`src/rtl/ps2_host_tx_if.sv`:
```
// Command-byte handshake between a requester and the PS/2 host transmitter.
interface ps2_host_tx_if;
  logic [7:0] tx_data;
  logic       tx_valid;
  logic       tx_ready;
  logic       busy;
  logic       done;
  logic       err;

  modport master (output tx_data, tx_valid, input tx_ready, busy, done, err);
  modport slave  (input tx_data, tx_valid, output tx_ready, busy, done, err);
endinterface

```
`src/rtl/ps2_host_tx.sv`:
```
// Host-to-device PS/2 transmitter: inhibit, start bit, 8 data + odd parity + stop, ACK, line idle.
// Optional macro PS2_TX_ACK_CHECK_EN: a high data line at the 11th clock fall is reported as an error.
//
// state     | meaning
// ----------+-------------------------------------------------------------
// IDLE      | lines released, ready for a new byte
// INHIBIT   | clock held low for INHIBIT_CYCLES
// START     | clock still low, data low (start bit) for one cycle
// SEND      | clock released, next frame bit presented on each fall
// ACK       | stop bit released, waiting for the device's ACK fall
// WAIT_IDLE | waiting for both lines high before reporting done
module ps2_host_tx #(
  parameter int INHIBIT_CYCLES = 2400,
  parameter int TIMEOUT_CYCLES = 360000,
  parameter int FILTER_LEN     = 4
) (
  input  logic             clk_i,
  input  logic             res_n_i,
  ps2_host_tx_if.slave     bus,
  input  logic             ps2_clk_i,
  input  logic             ps2_dat_i,
  output logic             ps2_clk_oe_o,
  output logic             ps2_dat_oe_o
);

  localparam int MAXC = (INHIBIT_CYCLES > TIMEOUT_CYCLES) ? INHIBIT_CYCLES : TIMEOUT_CYCLES;
  localparam int CW   = $clog2(MAXC + 1);
  localparam int FW   = $clog2(FILTER_LEN + 1);

  typedef enum logic [2:0] {
    IDLE, INHIBIT, START, SEND, ACK, WAIT_IDLE
  } state_t;

  state_t          state, state_nx;
  logic [CW-1:0]   cnt, cnt_nx;
  logic [10:0]     shift, shift_nx;
  logic [3:0]      bit_cnt, bit_cnt_nx;
  logic            done_q, done_nx;
  logic            err_q, err_nx;

  // index 0 = clock line, index 1 = data line
  logic [1:0]      sync1, sync2, filt;
  logic [FW-1:0]   fcnt [2];
  logic            clk_filt_d;
  logic            fall;
  logic            timeout_hit;

  always_ff @(posedge clk_i or negedge res_n_i) begin
    if (!res_n_i) begin
      sync1      <= 2'b11;
      sync2      <= 2'b11;
      filt       <= 2'b11;
      fcnt[0]    <= '0;
      fcnt[1]    <= '0;
      clk_filt_d <= 1'b1;
    end else begin
      sync1      <= {ps2_dat_i, ps2_clk_i};
      sync2      <= sync1;
      clk_filt_d <= filt[0];
      // a level is accepted only after FILTER_LEN consecutive differing samples
      for (int i = 0; i < 2; i++) begin
        if (sync2[i] == filt[i]) begin
          fcnt[i] <= '0;
        end else if (fcnt[i] == FW'(FILTER_LEN - 1)) begin
          filt[i] <= sync2[i];
          fcnt[i] <= '0;
        end else begin
          fcnt[i] <= fcnt[i] + 1'b1;
        end
      end
    end
  end

  assign fall = clk_filt_d & ~filt[0];

  always_ff @(posedge clk_i or negedge res_n_i) begin
    if (!res_n_i) begin
      state   <= IDLE;
      cnt     <= '0;
      shift   <= '0;
      bit_cnt <= '0;
      done_q  <= 1'b0;
      err_q   <= 1'b0;
    end else begin
      state   <= state_nx;
      cnt     <= cnt_nx;
      shift   <= shift_nx;
      bit_cnt <= bit_cnt_nx;
      done_q  <= done_nx;
      err_q   <= err_nx;
    end
  end

  assign timeout_hit = ((state == SEND) || (state == ACK) || (state == WAIT_IDLE)) && (cnt == '0);

  always_comb begin
    state_nx   = state;
    cnt_nx     = cnt;
    shift_nx   = shift;
    bit_cnt_nx = bit_cnt;
    done_nx    = 1'b0;
    err_nx     = 1'b0;

    case (state)
      IDLE: begin
        if (bus.tx_valid) begin
          // frame LSB first: start, data[7:0], odd parity, stop
          shift_nx   = {1'b1, ~^bus.tx_data, bus.tx_data, 1'b0};
          cnt_nx     = CW'(INHIBIT_CYCLES);
          bit_cnt_nx = '0;
          state_nx   = INHIBIT;
        end
      end
      INHIBIT: begin
        if (cnt == '0) state_nx = START;
        else           cnt_nx   = cnt - 1'b1;
      end
      START: begin
        cnt_nx   = CW'(TIMEOUT_CYCLES);
        state_nx = SEND;
      end
      SEND: begin
        cnt_nx = cnt - 1'b1;
        if (fall) begin
          shift_nx   = {1'b1, shift[10:1]};
          bit_cnt_nx = bit_cnt + 1'b1;
          if (bit_cnt == 4'd9) state_nx = ACK;
        end
      end
      ACK: begin
        cnt_nx = cnt - 1'b1;
        if (fall) begin
`ifdef PS2_TX_ACK_CHECK_EN
          if (filt[1]) begin
            err_nx   = 1'b1;
            state_nx = IDLE;
          end else begin
            state_nx = WAIT_IDLE;
          end
`else
          state_nx = WAIT_IDLE;
`endif
        end
      end
      WAIT_IDLE: begin
        cnt_nx = cnt - 1'b1;
        if (filt == 2'b11) begin
          done_nx  = 1'b1;
          state_nx = IDLE;
        end
      end
      default: state_nx = IDLE;
    endcase

    if (timeout_hit) begin
      state_nx = IDLE;
      done_nx  = 1'b0;
      err_nx   = 1'b1;
    end
  end

  assign ps2_clk_oe_o = (state == INHIBIT) || (state == START);
  assign ps2_dat_oe_o = ((state == START) || (state == SEND)) && !shift[0];

  assign bus.tx_ready = (state == IDLE);
  assign bus.busy     = (state != IDLE);
  assign bus.done     = done_q;
  assign bus.err      = err_q;

endmodule

```
`src/flat_wrapper.sv`:
```
// flat-port wrapper written by rule: the top's interface ports become plain ports
module ps2_host_tx_flat 
#(
  parameter int INHIBIT_CYCLES = 2400,
  parameter int TIMEOUT_CYCLES = 360000,
  parameter int FILTER_LEN     = 4
)
  (clk_i, res_n_i, ps2_clk_i, ps2_dat_i, ps2_clk_oe_o, ps2_dat_oe_o, bus_tx_data, bus_tx_valid, bus_tx_ready, bus_busy, bus_done, bus_err);
  ps2_host_tx_if bus_i ();
  input  logic clk_i;
  input  logic res_n_i;
  input  logic ps2_clk_i;
  input  logic ps2_dat_i;
  output logic ps2_clk_oe_o;
  output logic ps2_dat_oe_o;
  input wire logic [$bits(bus_i.tx_data)-1:0] bus_tx_data;
  input wire logic [$bits(bus_i.tx_valid)-1:0] bus_tx_valid;
  output wire logic [$bits(bus_i.tx_ready)-1:0] bus_tx_ready;
  output wire logic [$bits(bus_i.busy)-1:0] bus_busy;
  output wire logic [$bits(bus_i.done)-1:0] bus_done;
  output wire logic [$bits(bus_i.err)-1:0] bus_err;
  assign bus_i.tx_data = bus_tx_data;
  assign bus_i.tx_valid = bus_tx_valid;
  assign bus_tx_ready = bus_i.tx_ready;
  assign bus_busy = bus_i.busy;
  assign bus_done = bus_i.done;
  assign bus_err = bus_i.err;
  ps2_host_tx #(.INHIBIT_CYCLES(INHIBIT_CYCLES), .TIMEOUT_CYCLES(TIMEOUT_CYCLES), .FILTER_LEN(FILTER_LEN)) u_core (.clk_i(clk_i), .res_n_i(res_n_i), .bus(bus_i), .ps2_clk_i(ps2_clk_i), .ps2_dat_i(ps2_dat_i), .ps2_clk_oe_o(ps2_clk_oe_o), .ps2_dat_oe_o(ps2_dat_oe_o));
endmodule
```
`config.mk`:
```
export PLATFORM = sky130hd
export DESIGN_NAME = ps2_host_tx_flat
export DESIGN_NICKNAME = d
export VERILOG_FILES = /design/src/rtl/ps2_host_tx_if.sv /design/src/rtl/ps2_host_tx.sv /design/src/flat_wrapper.sv
export SDC_FILE = /design/constraint.sdc
export NUM_CORES = 1
export LEC_CHECK = 0
export ABC_AREA = 1
export CAP_MARGIN = 40
export CORE_MARGIN = 2
export CORE_UTILIZATION = 50
export DETAILED_ROUTE_END_ITERATION = 12
export DONT_BUFFER_PORTS = 1
export GPL_ROUTABILITY_DRIVEN = 0
export PLACE_DENSITY = 0.73
export SYNTH_ARGS = -nofsm -noshare
export SYNTH_HDL_FRONTEND = slang
export SYNTH_SLANG_ARGS = --single-unit
```
`constraint.sdc`:
```
create_clock -name clk_i -period 1.54 [get_ports clk_i]
set_input_delay 0.385 -clock clk_i [delete_from_list [all_inputs] [get_ports clk_i]]
set_output_delay 0.385 -clock clk_i [all_outputs]
set_load 0.01 [all_outputs]
```
# --- After elaboration in Yosys (flattened, before gate mapping) ---
# Index checks and enable logic that the tools add are counted.
totals:
  out_inout_bits: 6
  inputBits: 13
  register_bits: 52
  word_cells: 85
classes:
  bitwise_logic: 4
  mux: 25
  addsub: 4
  eq_ne: 20
  n_reduce_logical: 19
op_table:
  columns: ["cell", "count"]
  rows:
  - ["$pmux W19 S4", 1]
  - ["$mux W19", 2]
  - ["$mux W3", 11]
  - ["$mux W11", 2]
  - ["$pmux W11 S2", 1]
  - ["$logic_not A19 Y1", 1]
  - ["$sub A19 B1 Y19 const B", 1]
  - ["$pmux W3 S6", 1]
  - ["$eq A3 B2 Y1 const B", 4]
  - ["$ne A3 B1 Y1 const B", 3]
  - ["$ne A3 B2 Y1 const B", 3]
  - ["$mux W4", 2]
  - ["$pmux W4 S2", 1]
  - ["$reduce_xnor A8 Y1", 1]
  - ["$add A3 B1 Y3 const B", 2]
  - ["$eq A3 B3 Y1 const B", 2]
  - ["$reduce_and A3 Y1", 2]
  - ["$reduce_and A6 Y1", 1]
  - ["$add A4 B1 Y4 const B", 1]
  - ["$eq A4 B4 Y1 const B", 1]
  - ["$logic_or A1 B1 Y1", 4]
  - ["$mux W1", 4]
  - ["$ne A2 B2 Y1 const B", 2]
  - ["$reduce_and A2 Y1", 2]
  - ["13 further kinds", 17]

# --- Depth between registers and ports, before layout ---
depth:
  ltp_word: 6
  ltp_mapped: 12
  ltp_nobuf: 10

# --- Worst setup path after synthesis ---
# No wires, ideal clock.
synth_timing:
  path_type: "register to register"
  startpoint: "reg u_core.cnt[0]"
  endpoint: "reg u_core.state[2]"
  path_stages_with_launch: 11
  synth_period_minus_slack_ns: 1.584
  setup_ns: 0.122
  setup_slack_ns: -0.044
  path_buffers: 1
  arrival_ns: 1.462
  t_required_ns: 1.418
  path_cell_list: "dfrtp_1 > inv_1 > ha_1 > nand2_1 > nor2_2 > buf_6 > nand3_1 > nand2_1 > nand2_2 > nand3_1 > o21ai_1"
synth_between:
  elab_chain_len: 4
  word_cells_on_any_way: 10
  cone_classes: "6 x eq/ne; 1 x mux; 3 x reduce/logical"
synth_rtl:
  columns: ["element", "line", "rtl"]
  rows:
  - ["from (decl)", "ps2_host_tx.sv:35", "logic [CW-1:0] cnt, cnt_nx;"]
  - ["from (signal assigned)", "ps2_host_tx.sv:86", "cnt <= cnt_nx;"]
  - ["$logic_not A19 Y1 *", "ps2_host_tx.sv:94, ps2_host_tx.sv:115", null]
  - ["$logic_and A1 B1 Y1", "ps2_host_tx.sv:94", "assign timeout_hit = ((state == SEND) || (state == ACK) || (state == WAIT_IDLE)) && (cnt == '0);"]
  - ["$ne A3 B1 Y1 (no source line) or $ne A3 B2 Y1 (tied branches)", null, null]
  - ["$reduce_and A6 Y1 (no source line)", null, null]
  - ["to (signal assigned)", "ps2_host_tx.sv:85", "state <= state_nx;"]
  - ["to (decl)", "ps2_host_tx.sv:34", "state_t state, state_nx;"]
# Every way passes the cells marked *; elsewhere a longest branch is shown, timed or not.
# A chain may end at the register's enable or synchronous reset.

# --- Worst setup path after layout ---
layout_timing:
  startpoint: "reg u_core.cnt[4]"
  endpoint: "reg u_core.cnt[0]"
layout_between:
  elab_chain_len: 3
layout_rtl:
  columns: ["element", "line", "rtl"]
  rows:
  - ["$logic_not A19 Y1", "ps2_host_tx.sv:115", "if (cnt == '0) state_nx = START;"]
  - ["$ne A2 B2 Y1 (no source line)", null, null]
  - ["$reduce_and A3 Y1 (no source line)", null, null]
# Every way passes these cells.

==> impl_metrics.yaml <==
clocking:
  clk_pin_slew_worst_paths_ns: 0.11
  cts.sinks: 52
  htreeDepth: 2
  clkLatencyLatePin_ns: 0.32
  cts_made_buffers: 5
  cts.path.max_buffers: 2
  clock-root-buffer: "clkbuf_8"
  tritoncts: "yes"
synthesis:
  synthCells: 377
  synth-compound-area-share: 0.0761
  synth.largest_area_cell: "dfrtp_1"
  ys_ff_latch: 52
  synth_xor_area_frac: 0.0539
  yosys.area_share.simple: 0.325
  syn_avg_cell_area_um2: 7.76
  synth_area_mm2: 0.00293
  yosys_warnings: 0
  synth_top_family_by_area: "simple AND/OR/NAND/NOR gates"
  synth.distinct_cells: 38
  synthTopCellsByArea: "dfrtp_1, nand2_1, dfstp_2"
  synth-adder-area-share: 0.0214
  synth_top_area_frac: 0.385
  ys_seq_area_frac: 0.448
  syn-num-nets: 395
  synth.mux.area_fraction: 0.00385
cells_and_area:
  syn2layout_area_growth_pct: 25.3
  drive_gt1_frac: 0.305
  multi_input_area_mm2: 0.00158
  final_cell_mix: "nand2_1, dfrtp_1, buf_4, nor2_1, nand3_1"
  instances_no_fill: 498
  utilization: 0.657
  fin_nets: 443
  layout_commonest_cell: "nand2_1"
  register_area_mm2: 0.00132
  num-fill-cells: 453
  final_area_mm2: 0.00366
  diodes: 0
setup_path:
  endpoint_kind: "flop"
  crit_start: "u_core.cnt[4]"
  worstPathArrival_ns: 1.85
  worst-path-max-fanout: 8
  start_kind: "flop"
  required_ns: 1.76
  crit_type: "flop to flop"
  rr_startpoint: "u_core.cnt[4]"
die:
  fp.dieW_um: 80.5
  die_h_um: 80.5
  rows: 27
  core_area_mm2: 0.00557
  die_area_mm2: 0.00648
  io_pins: 19
  start_util: 0.525
run_status:
  violations: "negative hold slack, negative setup slack"
  status: "complete, but fails checks"
timing:
  period_needed_ns: 1.63
  slew_headroom: 0.797
  tightestPinTransition_ns: 0.302
  finalSetupViolCount: 26
  rsz0062_at_grt: "yes"
  hold_slack_ns: -0.255
  finalCritPeriodShare: 1.06
  setup_slack_ns: -0.0944
  finClkSkew_ns: 0.0213
  setup_tns_ns: -1.01
  final_hold_viol_count: 52
  fmax_mhz: 612
  slew_violations: 0
grt:
  grt_start_max_net_pins: 53
  antenna_found_initial: 0
  grt_usage: 0.217
  grt_remaining_overflow: 0
  grt_pass1_wl_um: 11000
  grt_pass1_vias: 2468
routing:
  drt_wl_total_um: 7360
  first_pass_iters: 4
  wl_per_cell_um: 14.8
  viasPerCell: 5.41
  ant_nets: 0
  drtIter0Drc: 211
  vias: 2695
  route.detailed.drc: 0
power:
  leakagePower_nw: 1.79
  powerDensity_mw_per_mm2: 2160
  ir_drop_mv: 0.974
  total_power_mw: 7.91
placed_design:
  dp_hpwl_um: 4540
  dpl.cell_count: 467
  portBuffers: 0
  place_area_mm2: 0.00317
hold_path:
  min_path_type: "primary input to async pin"
flow_run:
  drv_cap: 0
flip-flops by register name, indices dropped and copies added (netlist names):
register / flops
u_core.clk_filt_d: 1
u_core.sync2: 2
u_core.bus.err: 1
u_core.bit_cnt: 4
u_core.shift: 11
u_core.bus.done: 1
u_core.fcnt: 6
u_core.state: 3
u_core.sync1: 2
u_core.cnt: 19
u_core.filt: 2
cells in the mapped netlist:
cell      count
buf_4         3
dfstp_2       7
nand2_4       1
inv_4         1
inv_1        27
xor2_1        9
dfrtp_1      45
nand3_1      28
a21boi_0      1
o21a_1        1
o21ai_0      12
buf_2         3
nand4_1       5
nand2_2       5
o21ai_2       2
buf_6         3
inv_2         5
o21ai_1       4
nor4_1        1
nor2_1       48
nor3b_1       2
and2_1        2
o21bai_1      1
a21oi_1       6
a21o_1        1
ha_1          5
nor2_2        3
o31ai_1       2
clkbuf_1      1
a31oi_1       8
nor2_4        2
nand4_4       1
mux2_2        1
nor3_2        1
nor3_1        4
xnor2_1       9
nand2_1     115
clkinv_1      2
cells by family after synthesis:
| group | Yosys count |
|---|---|
| simple gates | 218 |
| xor+xnor | 18 |
| compound gates | 38 |
| mux | 1 |
| buf+inv | 45 |
| flops | 52 |
| fa+ha+maj | 5 |
per-stage QoR:
step	worst slack, ns	hold WS [ns]
floorplan	0.0165	0.0894
global placement	0.0381	0.0902
detailed placement	-0.0106	0.0902
CTS	-0.0368	-0.264
global route	-0.139	-0.277
finish	-0.0944	-0.255
timing repair:
| action | in CTS | in global routing |
|---|---|---|
| pin swaps | 4 | 16 |
| setup buffers | 6 | 15 |
| endpoints found under the hold margin | 52 | 52 |
| resized for setup | 21 | 52 |
| endpoints found under the setup margin | 10 | 39 |
| cloned | 0 | 2 |
critical path, stage by stage, from the launching register on:
cell and delay, ns:
dfrtp_1 0.44, nor2_2 0.17, nand2_1 0.11, nor2_4 0.20
nand4_4 0.16, nand2_8 0.17, buf_6 0.15, nand2_1 0.05
o21ai_0 0.08
power by group:
| group | total [mW] | leakage, nW | internal [mW] | switching, mW |
|---|---|---|---|---|
| clock network | 0.843 | 0.0452 | 0.333 | 0.510 |
| logic | 4.71 | 1.11 | 1.99 | 2.72 |
| registers | 2.36 | 0.630 | 1.90 | 0.453 |
| total | 7.91 | 1.79 | 4.23 | 3.68 |
worst paths after layout:
check	to	slack, ns	cells after the start
hold / removal	u_core.shift[10]	-0.26	0
max in group asynchronous	u_core.clk_filt_d	1.61	0
setup reg to reg	u_core.cnt[0]	-0.09	8
hold reg to reg	u_core.sync2[0]	0.36	0
setup / recovery	u_core.cnt[0]	-0.09	8
min in group clk_i	u_core.sync1[1]	0.05	0
metal layers:
layer  up-vias  global-route usage  wire length [um]
met5         -                   0                 0
met4         0              0.0729               169
met3        17              0.0427               378
met2        88               0.373              3780
met1      1290               0.273              3030
li1       1300                   -                 -
cell type report:
type                            instances  share of cell area
Multi-Input combinational cell        280               0.432
Sequential cell                        52               0.359
Timing Repair Buffer                   49               0.112
Inverter                               35              0.0417
Tap cell                               72              0.0246
Clock buffer                            5              0.0188
Clock inverter                          3             0.00683
Timing Repair inverter                  2             0.00546
Note: power is estimated with default switching activity, not from simulation.
